<file path="config.mk">
export PLATFORM = sky130hd
export DESIGN_NAME = imm_gen_pipe_flat
export DESIGN_NICKNAME = d
export VERILOG_FILES = /design/src/rtl/imm_gen_pkg.sv /design/src/rtl/imm_gen_pipe_if.sv /design/src/rtl/imm_decode.sv /design/src/rtl/imm_gen_pipe.sv /design/src/flat_wrapper.sv
export SDC_FILE = /design/constraint.sdc
export NUM_CORES = 1
export LEC_CHECK = 0
export BUFFER_PORTS_ARGS = -buffer_cell sky130_fd_sc_hd__buf_2
export CORE_ASPECT_RATIO = 2
export CORE_MARGIN = 2
export CORE_UTILIZATION = 47
export DETAILED_ROUTE_END_ITERATION = 16
export PLACE_DENSITY = 0.73
export REMOVE_ABC_BUFFERS = 1
export SYNTH_ARGS = -nofsm -noshare
export SYNTH_HDL_FRONTEND = slang
export SYNTH_SLANG_ARGS = --single-unit
</file>
<file path="constraint.sdc">
create_clock -name i_clk -period 4.4 [get_ports i_clk]
set_clock_uncertainty 0.2 [all_clocks]
set_input_delay 0.88 -clock i_clk [delete_from_list [all_inputs] [get_ports i_clk]]
set_output_delay 0.88 -clock i_clk [all_outputs]
set_load 0.02 [all_outputs]
</file>
<file path="src/rtl/imm_gen_pkg.sv">
// imm_gen_pkg: immediate types, opcodes and skid-buffer states for imm_gen_pipe
package imm_gen_pkg;
  typedef enum logic [2:0] {
    IMM_NONE = 3'd0,
    IMM_I,
    IMM_S,
    IMM_B,
    IMM_U,
    IMM_J,
    IMM_Z
  } imm_type_e;
  typedef enum logic [1:0] {S_EMPTY, S_ONE, S_FULL} state_e;
  localparam logic [6:0] OP_IMM    = 7'b0010011;
  localparam logic [6:0] OP_LOAD   = 7'b0000011;
  localparam logic [6:0] OP_JALR   = 7'b1100111;
  localparam logic [6:0] OP_STORE  = 7'b0100011;
  localparam logic [6:0] OP_BRANCH = 7'b1100011;
  localparam logic [6:0] OP_LUI    = 7'b0110111;
  localparam logic [6:0] OP_AUIPC  = 7'b0010111;
  localparam logic [6:0] OP_JAL    = 7'b1101111;
  localparam logic [6:0] OP_SYSTEM = 7'b1110011;
endpackage

</file>
<file path="src/rtl/imm_gen_pipe_if.sv">
// imm_gen_pipe_if: upstream/downstream handshake and payload of imm_gen_pipe
interface imm_gen_pipe_if #(parameter int XLEN = 32, parameter int TAG_W = 8);
  import imm_gen_pkg::*;
  logic             i_flush;
  logic             i_valid;
  logic             o_ready;
  logic [31:0]      i_instr;
  logic [TAG_W-1:0] i_tag;
  logic             o_valid;
  logic             i_ready;
  logic [XLEN-1:0]  o_imm;
  imm_type_e        o_imm_type;
  logic             o_illegal;
  logic [TAG_W-1:0] o_tag;
  modport slave (
    input  i_flush, i_valid, i_instr, i_tag, i_ready,
    output o_ready, o_valid, o_imm, o_imm_type, o_illegal, o_tag
  );
  modport master (
    output i_flush, i_valid, i_instr, i_tag, i_ready,
    input  o_ready, o_valid, o_imm, o_imm_type, o_illegal, o_tag
  );
endinterface

</file>
<file path="src/rtl/imm_decode.sv">
// imm_decode: combinational RISC-V immediate extraction and extension to XLEN
module imm_decode import imm_gen_pkg::*; #(parameter int XLEN = 32) (
  input  logic [31:0]     instr,
  output logic [XLEN-1:0] imm,
  output imm_type_e       imm_type,
  output logic            illegal
);
  logic [31:0] raw;
  always_comb begin
    raw = '0;
    imm_type = IMM_NONE;
    illegal = 1'b0;
    case (instr[6:0])
      OP_IMM, OP_LOAD, OP_JALR: begin
        raw = {{20{instr[31]}}, instr[31:20]};
        imm_type = IMM_I;
      end
      OP_STORE: begin
        raw = {{20{instr[31]}}, instr[31:25], instr[11:7]};
        imm_type = IMM_S;
      end
      OP_BRANCH: begin
        raw = {{19{instr[31]}}, instr[31], instr[7], instr[30:25], instr[11:8], 1'b0};
        imm_type = IMM_B;
      end
      OP_LUI, OP_AUIPC: begin
        raw = {instr[31:12], 12'b0};
        imm_type = IMM_U;
      end
      OP_JAL: begin
        raw = {{11{instr[31]}}, instr[31], instr[19:12], instr[20], instr[30:21], 1'b0};
        imm_type = IMM_J;
      end
      OP_SYSTEM: begin
        // funct3 >= 4 selects the CSR immediate forms (zimm in rs1)
        if (instr[14:12] >= 3'd4) begin
          raw = {27'b0, instr[19:15]};
          imm_type = IMM_Z;
        end
      end
      default: illegal = 1'b1;
    endcase
  end
  assign imm = XLEN'($signed(raw));
endmodule

</file>
<file path="src/rtl/imm_gen_pipe.sv">
// imm_gen_pipe: registered immediate generator behind a two-entry skid buffer
module imm_gen_pipe import imm_gen_pkg::*; #(parameter int XLEN = 32, parameter int TAG_W = 8) (
  input logic          i_clk,
  input logic          i_rst_n,
  imm_gen_pipe_if.slave bus
);
  typedef struct packed {
    logic [XLEN-1:0]  imm;
    imm_type_e        ty;
    logic             ill;
    logic [TAG_W-1:0] tag;
  } pay_t;
  state_e state, state_nx;
  pay_t d_pay, main_q, skid_q;
  logic in_x, out_x, load_main, load_skid, from_skid;
  imm_decode #(.XLEN(XLEN)) u_dec (
    .instr    (bus.i_instr),
    .imm      (d_pay.imm),
    .imm_type (d_pay.ty),
    .illegal  (d_pay.ill)
  );
  assign d_pay.tag = bus.i_tag;
  assign in_x = bus.i_valid && bus.o_ready;
  assign out_x = bus.o_valid && bus.i_ready;
  always_comb begin
    state_nx = state;
    load_main = 1'b0;
    load_skid = 1'b0;
    from_skid = 1'b0;
    if (bus.i_flush) state_nx = S_EMPTY;
    else case (state)
      S_EMPTY: if (in_x) begin
        state_nx = S_ONE;
        load_main = 1'b1;
      end
      S_ONE: if (in_x && !out_x) begin
        state_nx = S_FULL;
        load_skid = 1'b1;
      end else if (in_x) load_main = 1'b1;
      else if (out_x) state_nx = S_EMPTY;
      S_FULL: if (out_x) begin
        state_nx = S_ONE;
        load_main = 1'b1;
        from_skid = 1'b1;
      end
      default: state_nx = S_EMPTY;
    endcase
  end
  always_ff @(posedge i_clk or negedge i_rst_n)
    if (!i_rst_n) state <= S_EMPTY;
    else state <= state_nx;
  // payload is qualified by state, so it carries no reset
  always_ff @(posedge i_clk) begin
    if (load_main) main_q <= from_skid ? skid_q : d_pay;
    if (load_skid) skid_q <= d_pay;
  end
  assign bus.o_valid = state != S_EMPTY;
  assign bus.o_ready = state != S_FULL;
  assign bus.o_imm = main_q.imm;
  assign bus.o_imm_type = main_q.ty;
  assign bus.o_illegal = main_q.ill;
  assign bus.o_tag = main_q.tag;
endmodule

</file>
<file path="src/flat_wrapper.sv">
// flat-port wrapper written by rule: the top's interface ports become plain ports
module imm_gen_pipe_flat import imm_gen_pkg::*;
#(parameter int XLEN = 32, parameter int TAG_W = 8)
  (i_clk, i_rst_n, bus_i_flush, bus_i_valid, bus_i_instr, bus_i_tag, bus_i_ready, bus_o_ready, bus_o_valid, bus_o_imm, bus_o_imm_type, bus_o_illegal, bus_o_tag);
  imm_gen_pipe_if #(.XLEN(XLEN), .TAG_W(TAG_W)) bus_i ();
  input logic i_clk;
  input logic i_rst_n;
  input wire logic [$bits(bus_i.i_flush)-1:0] bus_i_flush;
  input wire logic [$bits(bus_i.i_valid)-1:0] bus_i_valid;
  input wire logic [$bits(bus_i.i_instr)-1:0] bus_i_instr;
  input wire logic [$bits(bus_i.i_tag)-1:0] bus_i_tag;
  input wire logic [$bits(bus_i.i_ready)-1:0] bus_i_ready;
  output wire logic [$bits(bus_i.o_ready)-1:0] bus_o_ready;
  output wire logic [$bits(bus_i.o_valid)-1:0] bus_o_valid;
  output wire logic [$bits(bus_i.o_imm)-1:0] bus_o_imm;
  output wire logic [$bits(bus_i.o_imm_type)-1:0] bus_o_imm_type;
  output wire logic [$bits(bus_i.o_illegal)-1:0] bus_o_illegal;
  output wire logic [$bits(bus_i.o_tag)-1:0] bus_o_tag;
  assign bus_i.i_flush = bus_i_flush;
  assign bus_i.i_valid = bus_i_valid;
  assign bus_i.i_instr = bus_i_instr;
  assign bus_i.i_tag = bus_i_tag;
  assign bus_i.i_ready = bus_i_ready;
  assign bus_o_ready = bus_i.o_ready;
  assign bus_o_valid = bus_i.o_valid;
  assign bus_o_imm = bus_i.o_imm;
  assign bus_o_imm_type = bus_i.o_imm_type;
  assign bus_o_illegal = bus_i.o_illegal;
  assign bus_o_tag = bus_i.o_tag;
  imm_gen_pipe #(.XLEN(XLEN), .TAG_W(TAG_W)) u_core (.i_clk(i_clk), .i_rst_n(i_rst_n), .bus(bus_i));
endmodule
</file>
==> metrics.md <==
| Metric | Value |
|---|---|
| Initial antenna violation count | 0 |
| Cell Int Power | 1570 µW |
| Sequential element share of the synthesized area | 65.7% |
| Worst Setup Start Kind | primary input |
| Setup TNS | 0 ns |
| Area growth syn-to-layout | 21.0% |
| DR vias | 2758 |
| Crit path time final | 2.71 ns |
| WL/cell | 16.5 µm |
| Req. time, crit path | 4.39 ns |
| Synth top area share | 64.5% |
| Fmax | 0.369 GHz |
| Die Span Y | 136 µm |
| Worst relative slew slack | 43.9% |
| Pin count of the biggest net entering global routing | 55 |
| Switching pwr | 405 µW |
| Combined area of the multi-input logic cells | 1290 µm² |
| Crit-path max cell delay | 0.65 ns |
| DR iter-0 viols | 161 |
| Reg2reg path depth | 4 |
| Worst Path Class, Setup | in2reg |
| Worst path depth | 5 |
| Clk pwr share | 43.4% |
| Worst Path Max Fanout | 20 |
| FF-to-FF setup slack | 2.33 ns |
| Final WL | 8460 µm |
| Cts hold-fix bufs | 0 |
| Filler instances | 702 |
| Synthesized instance count | 321 |
| Clock buffer depth | 2 |
| Clock transition at the registers of the reported paths | 0.06 ns |
| DP Area | 4620 µm² |
| Setup crit end | u_core.bus.o_imm[23] |
| GRT overflow | 0 |
| N_diodes | 0 |
| Pwr dens | 399 nW/µm² |
| Tcrit/Tclk final | 61.5% |
| FP Rows | 48 |
| P_leak | 0.00203 µW |
| DRC | 0 |
| Mapped Area | 4100 µm² |
| Post_cts resized | 0 |
| Clock Sinks | 90 |
| First-pass GRT wire length | 13400 µm |
| Setup bufs post-CTS | 0 |
| Final setup violation count | 0 |
| Post-layout nets | 452 |
| RSZ-0062 raised after global routing | false |
| Final Hold Fails | 0 |
| Max_cap viols | 0 |
| I/O pins | 91 |
| Type of the most critical hold path | in2async |
| RR Endpoint | u_core.bus.o_imm_type[2] |
| Depth of the CTS H-tree | 3 |
| Ys async rst share | 2.22% |
| Switching share of power | 20.5% |
| Cell taking the most area after synthesis | edfxtp_1 |
| Crit path cell chain | buf_2 -> or3b_4 -> nor2_1 -> nand2_1 -> a31oi_2 |
| Port buffer count | 90 |
| Ys flop type | edfxtp_1 |
| CTS tree | built |
| Slowest cell on crit path | nor2_1 |
| Worst Path Buf+Inv | 1 |
| TritonCTS Buffers | 9 |
| DIE AREA | 9520 µm² |
| Later-pin clock latency in the skew report | 0.34 ns |
| WHS | 0.115 ns |
| Slew @ Worst Pin | 0.839 ns |
| Share of post-route cells with drive strength above 1 | 36.2% |
| Crit path from | bus_i_instr[4] |
| Mapped Avg Cell Area | 12.8 µm² |
| CTS Root Buffer Type | clkbuf_16 |
| Synth warnings | 0 |
| Design area | 4960 µm² |
| DR vias/cell | 5.39 |
| Die width | 70.0 µm |
| Crit path max-delay family | simple AND/OR/NAND/NOR gates |
| Vias in the first global route | 2740 |
| Synth unique cells | 49 |
| Placed wire-length estimate | 5700 µm |
| Std-Cell Core Area | 8530 µm² |
| Status | complete, no violations |
| Post-synth EDFFs | 88 |
| Sequential Power Share | 49.3% |
| Maximum vdd drop | 0.216 mV |
| Synth area leaders | edfxtp_1 65%, nand2_1 6.1%, mux2_2 3.6% |
| RePlAce Congestion | 0.736 |
| Seq cells post-synth | 90 |
| GRT Util Overall | 18.4% |
| Slew Limit Fails | 0 |
| FF/Latch Area | 2690 µm² |
| Data arrival time of the critical path | 2.70 ns |
| Initial core utilization | 48.0% |
| Critical R2R Launch | u_core.state[1] |
| Comb pwr share | 7.3% |
| First-pass DRT Iterations | 4 |
| CP endpoint kind | flop |
| Antenna-violating nets left | 0 |
cells by family (layout without fill, tap and decap cells):
logic type | count (synthesis) | after routing | synth area share (%)
simple gates | 127 | 127 | 14.4
flops | 90 | 90 | 65.7
compound gates | 63 | 63 | 12.9
buf+inv | 27 | 118 | 3.21
mux | 13 | 13 | 3.57
xor+xnor | 1 | 1 | 0.214
flip-flops by register name, indices dropped and copies added (netlist names):
register	flops
u_core.skid_q	44
u_core.bus.o_imm_type	3
u_core.state	2
u_core.bus.o_imm	32
u_core.bus.o_tag	8
u_core.bus.o_illegal	1
worst min-delay path by stage:
| stage | end | start |
|---|---|---|
| after floorplan | u_core.bus.o_tag[0] | u_core.skid_q[0] |
| after global placement | u_core.bus.o_tag[5] | u_core.skid_q[5] |
| after detailed placement | u_core.bus.o_tag[6] | u_core.skid_q[6] |
| after CTS | u_core.state[1] | i_rst_n |
| after global routing | u_core.state[1] | i_rst_n |
| final | u_core.state[1] | i_rst_n |
cell usage after synthesis, types with 2 or more instances:
master	instances
a21o_1	14
nand3b_1	2
buf_6	2
clkbuf_1	5
a21oi_2	2
nor2b_1	4
nand2_1	67
mux2_2	13
a21oi_1	3
nor2_1	23
nor3_1	2
nand3_1	9
nand2b_1	7
buf_4	2
a31oi_1	7
inv_1	8
a211oi_1	2
buf_1	4
o21ai_1	6
o21ai_0	8
edfxtp_1	88
dfrtp_1	2
buf_2	6
or2_2	2
a31oi_2	9
layout by cell type, fill, tap and decap left out, drive strengths merged, types with 3 or more instances in the layout:
master,n
bufinv,3
a21o,14
a211oi,3
nand2,68
inv,8
clkbuf,11
o21ai,15
nor2,24
a31oi,16
edfxtp,88
nor2b,4
a21oi,6
mux2,13
or2,4
nand3,9
buf,94
nand2b,7
stage by stage:
step	total power, µW	setup WS [ns]	utilization (%)	std cells
after detailed placement	1140	1.33	54.2	496
after floorplan	1070	-0.413	-	302
after global routing	2040	1.56	58.1	512
after global placement	1140	1.45	54.2	496
after CTS	2000	1.68	58.1	512
final	1980	1.69	58.1	512
power groups by stage:
stage,sequential [µW],combinational (µW),clock [µW]
after detailed placement,994,145,0
after global routing,978,157,902
after CTS,976,146,874
final,976,144,860
after global placement,994,141,0
after floorplan,1020,53.3,0
cell type report:
| class | instances | share of cell area [%] |
|---|---|---|
| clock buffers | 11 | 4.69 |
| multi-input cells | 204 | 26.1 |
| inverters | 8 | 0.606 |
| clock inverters | 5 | 2.07 |
| well taps | 100 | 2.52 |
| flip-flops and latches | 90 | 54.3 |
| repair buffers | 94 | 9.69 |
worst register-to-register path, stage by stage, from the launching register on:
cell	delay, ns
dfrtp_1	0.40
nor2b_1	0.17
nand3b_1	0.09
buf_4	0.52
mux2_2	0.44
routing by layer:
layer  global-route usage (%)  share of wire, %
met1                     20.6                37
met2                     33.1                56
met3                     3.41               5.2
met4                     9.40               1.5
met5                        0                 0
Note: power is estimated with default switching activity, not from simulation.
